==> src/rtl/operand_entry_pkg.sv <==
// Shared types and default timing constants for the operand_entry capture stage.
package operand_entry_pkg;

    typedef enum logic {
        ST_WAIT_A = 1'b0,
        ST_WAIT_B = 1'b1
    } entry_state_t;

    // 20 ms debounce and 5 s idle limit at a 12 MHz clock
    localparam int DEBOUNCE_CYCLES_DEF = 240000;
    localparam int TIMEOUT_CYCLES_DEF  = 60000000;

endpackage

==> src/rtl/operand_entry_btn_debounce.sv <==
// Push-button front end: 2-FF synchroniser, level debouncer and a one-cycle
// press_evt pulse on each debounced 1->0 (press) transition.
module btn_debounce
    import operand_entry_pkg::*;
#(
    parameter int DEBOUNCE_CYCLES = DEBOUNCE_CYCLES_DEF
) (
    input  logic clk,
    input  logic rst,
    input  logic button,
    output logic press_evt
);

    localparam int CNT_W = (DEBOUNCE_CYCLES > 2) ? $clog2(DEBOUNCE_CYCLES) : 1;
    localparam logic [CNT_W-1:0] CNT_LAST = CNT_W'(DEBOUNCE_CYCLES - 1);

    if (DEBOUNCE_CYCLES < 2) begin : g_bad_debounce
        $error("DEBOUNCE_CYCLES must be at least 2");
    end

    logic             sync_meta_r;
    logic             sync_r;
    logic             db_r;
    logic [CNT_W-1:0] cnt_r;
    logic             differ_s;
    logic             done_s;

    // Detect disagreement with the debounced level and the end of the stable run
    always_comb begin
        differ_s = sync_r ^ db_r;
        done_s   = differ_s && (cnt_r == CNT_LAST);
    end

    // Synchroniser, stability counter, debounced level and press pulse
    always_ff @(posedge clk) begin
        if (rst) begin
            sync_meta_r <= 1'b1;
            sync_r      <= 1'b1;
            db_r        <= 1'b1;
            cnt_r       <= '0;
            press_evt   <= 1'b0;
        end else begin
            sync_meta_r <= button;
            sync_r      <= sync_meta_r;
            press_evt   <= done_s && db_r;
            if (!differ_s) begin
                cnt_r <= '0;
            end else if (done_s) begin
                cnt_r <= '0;
                db_r  <= ~db_r;
            end else begin
                cnt_r <= cnt_r + CNT_W'(1);
            end
        end
    end

endmodule

==> src/rtl/operand_entry.sv <==
// Operand capture for the switch adder: press 1 latches A, press 2 latches B.
// Optional WAIT_B idle timeout is enabled by defining OPERAND_ENTRY_TIMEOUT_EN.
module operand_entry
    import operand_entry_pkg::*;
#(
    parameter int DATA_W          = 4,
    parameter int DEBOUNCE_CYCLES = DEBOUNCE_CYCLES_DEF,
    parameter int TIMEOUT_CYCLES  = TIMEOUT_CYCLES_DEF
) (
    input  logic              clk,
    input  logic              rst,
    input  logic [DATA_W-1:0] num,
    input  logic              button,
    output logic [DATA_W-1:0] cur_num,
    output logic [DATA_W-1:0] add_num,
    output logic              entry_phase,
    output logic              load_pulse,
    output logic              sum_valid
);

    if (TIMEOUT_CYCLES < 2) begin : g_bad_timeout
        $error("TIMEOUT_CYCLES must be at least 2");
    end

    logic [DATA_W-1:0] num_meta_r;
    logic [DATA_W-1:0] num_sync_r;
    logic              press_evt_s;
    logic              to_hit_s;
    entry_state_t      state_r;
    entry_state_t      state_nxt_s;
    logic [DATA_W-1:0] cur_nxt_s;
    logic [DATA_W-1:0] add_nxt_s;
    logic              sum_valid_nxt_s;
    logic              load_nxt_s;

    btn_debounce #(
        .DEBOUNCE_CYCLES(DEBOUNCE_CYCLES)
    ) u_btn_debounce (
        .clk      (clk),
        .rst      (rst),
        .button   (button),
        .press_evt(press_evt_s)
    );

    // Switch bus synchroniser
    always_ff @(posedge clk) begin
        if (rst) begin
            num_meta_r <= '0;
            num_sync_r <= '0;
        end else begin
            num_meta_r <= num;
            num_sync_r <= num_meta_r;
        end
    end

`ifdef OPERAND_ENTRY_TIMEOUT_EN
    localparam int TO_W = $clog2(TIMEOUT_CYCLES);
    localparam logic [TO_W-1:0] TO_LAST = TO_W'(TIMEOUT_CYCLES - 1);

    logic [TO_W-1:0] to_cnt_r;

    always_comb begin
        to_hit_s = (state_r == ST_WAIT_B) && (to_cnt_r == TO_LAST);
    end

    // Idle counter runs only while staying in WAIT_B
    always_ff @(posedge clk) begin
        if (rst) begin
            to_cnt_r <= '0;
        end else if ((state_r != ST_WAIT_B) || (state_nxt_s != ST_WAIT_B)) begin
            to_cnt_r <= '0;
        end else begin
            to_cnt_r <= to_cnt_r + TO_W'(1);
        end
    end
`else
    always_comb begin
        to_hit_s = 1'b0;
    end
`endif

    // Sequencer next state and operand register updates; a press beats a timeout
    always_comb begin
        state_nxt_s     = state_r;
        cur_nxt_s       = cur_num;
        add_nxt_s       = add_num;
        sum_valid_nxt_s = sum_valid;
        load_nxt_s      = 1'b0;
        case (state_r)
            ST_WAIT_A: begin
                if (press_evt_s) begin
                    cur_nxt_s       = num_sync_r;
                    sum_valid_nxt_s = 1'b0;
                    load_nxt_s      = 1'b1;
                    state_nxt_s     = ST_WAIT_B;
                end else begin
                    state_nxt_s = ST_WAIT_A;
                end
            end
            ST_WAIT_B: begin
                if (press_evt_s) begin
                    add_nxt_s       = num_sync_r;
                    sum_valid_nxt_s = 1'b1;
                    load_nxt_s      = 1'b1;
                    state_nxt_s     = ST_WAIT_A;
                end else if (to_hit_s) begin
                    cur_nxt_s   = '0;
                    state_nxt_s = ST_WAIT_A;
                end else begin
                    state_nxt_s = ST_WAIT_B;
                end
            end
            default: begin
                state_nxt_s = ST_WAIT_A;
            end
        endcase
    end

    // Sequencer state and registered outputs
    always_ff @(posedge clk) begin
        if (rst) begin
            state_r    <= ST_WAIT_A;
            cur_num    <= '0;
            add_num    <= '0;
            sum_valid  <= 1'b0;
            load_pulse <= 1'b0;
        end else begin
            state_r    <= state_nxt_s;
            cur_num    <= cur_nxt_s;
            add_num    <= add_nxt_s;
            sum_valid  <= sum_valid_nxt_s;
            load_pulse <= load_nxt_s;
        end
    end

    assign entry_phase = (state_r == ST_WAIT_B);

endmodule

==> config.mk <==
export PLATFORM = sky130hd
export DESIGN_NAME = operand_entry
export DESIGN_NICKNAME = d
export VERILOG_FILES = /design/src/rtl/operand_entry_pkg.sv /design/src/rtl/operand_entry_btn_debounce.sv /design/src/rtl/operand_entry.sv
export SDC_FILE = /design/constraint.sdc
export NUM_CORES = 1
export LEC_CHECK = 0
export CORE_ASPECT_RATIO = 0.7
export CORE_MARGIN = 5
export CORE_UTILIZATION = 45
export CTS_BUF_LIST = sky130_fd_sc_hd__clkbuf_8
export DETAILED_ROUTE_END_ITERATION = 8
export GPL_ROUTABILITY_DRIVEN = 0
export PLACE_DENSITY = 0.66
export SETUP_SLACK_MARGIN = 0.02
export SLEW_MARGIN = 20
export SYNTH_ARGS = -nofsm -noshare
export SYNTH_HDL_FRONTEND = slang
export SYNTH_HIERARCHICAL = 1
export SYNTH_SLANG_ARGS = --single-unit
==> constraint.sdc <==
create_clock -name clk -period 1.8 [get_ports clk]
set_input_delay 0.18 -clock clk [delete_from_list [all_inputs] [get_ports clk]]
set_output_delay 0.18 -clock clk [all_outputs]
set_load 0.02 [all_outputs]
==> impl_metrics.py <==
metrics = {
    "outcome": {
        "outcome": "finished, final reports clean",
    },
    "critical_path": {
        "cp.arrival_ns": 1.85,
        "worstPathCellList": "ha_1 -> nand2_1 -> or4_4 -> o21ai_4 -> buf_12 -> a21oi_1",
        "required_ns": 1.97,
        "crit_type": "reg2reg",
        "cp_max_fo": 17,
        "worstSetupStartpointType": "register",
        "cpMaxStageDelayCell": "or4_4",
        "crit_family": "simple AND/OR/NAND/NOR gates",
        "critPathCaptureType": "register",
        "max_stage_delay_ns": 0.55,
        "cp_num_buf_inv": 1,
    },
    "yosys": {
        "synthTopCellsByArea": "dfxtp_1 (49%), nor2_1 (6.1%), mux2i_1 (5.4%)",
        "synth_nets": 179,
        "yosysWarnings": 6,
        "netlist.area_leader.share": 0.494,
        "yosysUniqueCellTypes": 36,
        "synth_seq_cells": 41,
        "syn_inst": 167,
        "yosysSeqAreaShare": 0.494,
        "synth_top_cell_by_area": "dfxtp_1",
        "syn_area_mm2": 0.00166,
        "avgSynthCellArea_um2": 9.95,
    },
    "timing": {
        "relSlewSlack": 0.791,
        "setup_tns_ns": 0,
        "final_max_slew_viol_count": 0,
        "rsz0062_at_grt": "no",
        "finalHoldViolations": 0,
        "min_period_over_period": 0.933,
        "setup_slack_ns": 0.120,
        "final.min_clock_period_ns": 1.68,
        "max_freq_mhz": 595,
        "worst_pin_slew_ns": 0.313,
        "clock_skew_ns": 0.00528,
        "setup_viol": 0,
    },
    "routing": {
        "first_pass_iters": 5,
        "wl_per_cell_um": 13.4,
        "routed_wl_mm": 3.26,
        "drc": 0,
        "vias": 1233,
        "ant_nets": 0,
        "drt_iter0_drc": 90,
        "viasPerCell": 5.05,
    },
    "clock_tree": {
        "htreeDepth": 2,
        "cts-hold-fix-buffers": 0,
        "clock_latency_ns": 0.29,
        "clock-sinks": 41,
        "path_clk_slew_ns": 0.08,
        "ctsLongestPathBuffers": 2,
        "cts_buffers": 5,
        "cts_tree": "yes",
        "cts-root-buf": "clkbuf_8",
    },
    "grt": {
        "track_usage": 0.147,
        "grt_antenna_before_repair": 0,
        "grt.overflow.total": 0,
        "grt_max_degree": 24,
        "grt_pass1_vias": 1203,
        "grt_pass1_wl_mm": 5.45,
    },
    "placement": {
        "place_ws_ns": 0.0968,
        "place_area_mm2": 0.00194,
        "portBuffers": 17,
        "place_inst": 236,
        "dpl.hpwl_mm": 2.35,
    },
    "floorplanning": {
        "rows": 18,
        "die_height_um": 60.8,
        "die_area_mm2": 0.00503,
        "die_w_um": 82.6,
        "core_mm2": 0.00354,
        "initial_core_util": 0.470,
        "ios": 18,
    },
    "layout": {
        "fill_cells": 300,
        "final_cell_mix": "dfxtp_1 (37), nor2_1 (27), clkdlybuf4s50_1 (17)",
        "nNetsFinal": 205,
        "fin_util": 0.588,
        "fin_cells": 244,
        "final_common_cell": "dfxtp_1",
        "final_area_mm2": 0.00208,
        "antenna_cells": 0,
        "area_delta_synth_final_pct": 25.2,
        "drive_gt1_frac": 0.175,
    },
    "power": {
        "vdd_drop_max_mv": 0.517,
        "leakagePower_uw": 0.000731,
        "powerDensity_mw_per_mm2": 872,
    },
    "hold_path": {
        "hold_path_class": "reg2reg",
    },
    "run": {
        "cap_violations": 0,
    },
}
sequential cells by signal, summed over array words and instances, names as in the netlist:
register and flops:
num_meta_r 4, u_btn_debounce/cnt_r 18, load_pulse 1, entry_phase 1, add_num 4, u_btn_debounce/sync_meta_r 1, num_sync_r 4, sum_valid 1
u_btn_debounce/press_evt 1, cur_num 4, u_btn_debounce/db_r 1, u_btn_debounce/sync_r 1
worst paths after layout:
kind	start	end	slack (ns)	cells after the start
max	u_btn_debounce/cnt_r[0]	u_btn_debounce/cnt_r[14]	0.12	6
min	u_btn_debounce/sync_meta_r	u_btn_debounce/sync_r	0.41	1
max reg2reg	u_btn_debounce/cnt_r[0]	u_btn_debounce/cnt_r[14]	0.12	6
min reg2reg	u_btn_debounce/sync_meta_r	u_btn_debounce/sync_r	0.41	1
cells in the mapped netlist (all sizes together):
cell     number
dfxtp        41
nor2         27
xor2         10
mux2i         9
nand4         9
nor2b         9
nand2         7
nand3         6
ha            5
xnor2         5
buf           4
clkbuf        4
a21oi         3
nor3          3
nor4          3
o21ai         3
or4           3
and2          2
and4          2
inv           2
or2           2
or3b          2
and3          1
nand3b        1
nand4b        1
nand4bb       1
o31ai         1
or3           1
logic make-up after synthesis:
kind of cell	count (synthesis)	synth area share
and+or+nand+nor	80	0.270
DFF	41	0.494
xor gates and xnor gates	15	0.0791
buffers and inverters	10	0.0316
muxes	9	0.0542
AOI/OAI and AO/OA	7	0.0339
adders and majority gates	5	0.0377
layout make-up:
class / count / area (um2) / area share
sequential: 41 / 826 / 0.397
clock buffer: 5 / 68.8 / 0.0331
multi-input combinational: 116 / 793 / 0.381
inverter: 2 / 7.51 / 0.00361
timing repair buffer: 27 / 258 / 0.124
tap: 50 / 62.6 / 0.0301
clock inverter: 3 / 65.1 / 0.0313
worst reg2reg max path, delay by kind of cell, from the launching register on:
family | cells | cell delay, ns
AO/OA/AOI/OAI | 2 | 0.24
adder cells (fa/ha/maj) | 1 | 0.18
AND/OR/NAND/NOR | 2 | 0.63
buffers and inverters | 1 | 0.16
flip-flops | 1 | 0.36
per-stage QoR:
step / total power, uW / hold WS (ns)
final: 1810 / 0.410
after global routing: 1890 / 0.415
after CTS: 1840 / 0.407
after detailed placement: 982 / 0.400
after global placement: 981 / 0.398
after floorplan: 961 / 0.284
report_power, final:
part / switching (uW) / total, uW / internal, uW
Combinational: 16.7 / 39.2 / 22.5
Clock: 303 / 853 / 550
Sequential: 4.08 / 921 / 917
routing by layer:
metal  share of wire  GRT usage
met5               0          0
met3           0.042     0.0460
met2            0.46      0.228
met1            0.50      0.188
met4          0.0052     0.0653
timing repair:
item	4_1_cts	5_1_grt
gates resized for setup	0	4
setup buffers	0	0
endpoints found under the setup margin	0	8
No activity file was read; power rests on OpenSTA's default activity.
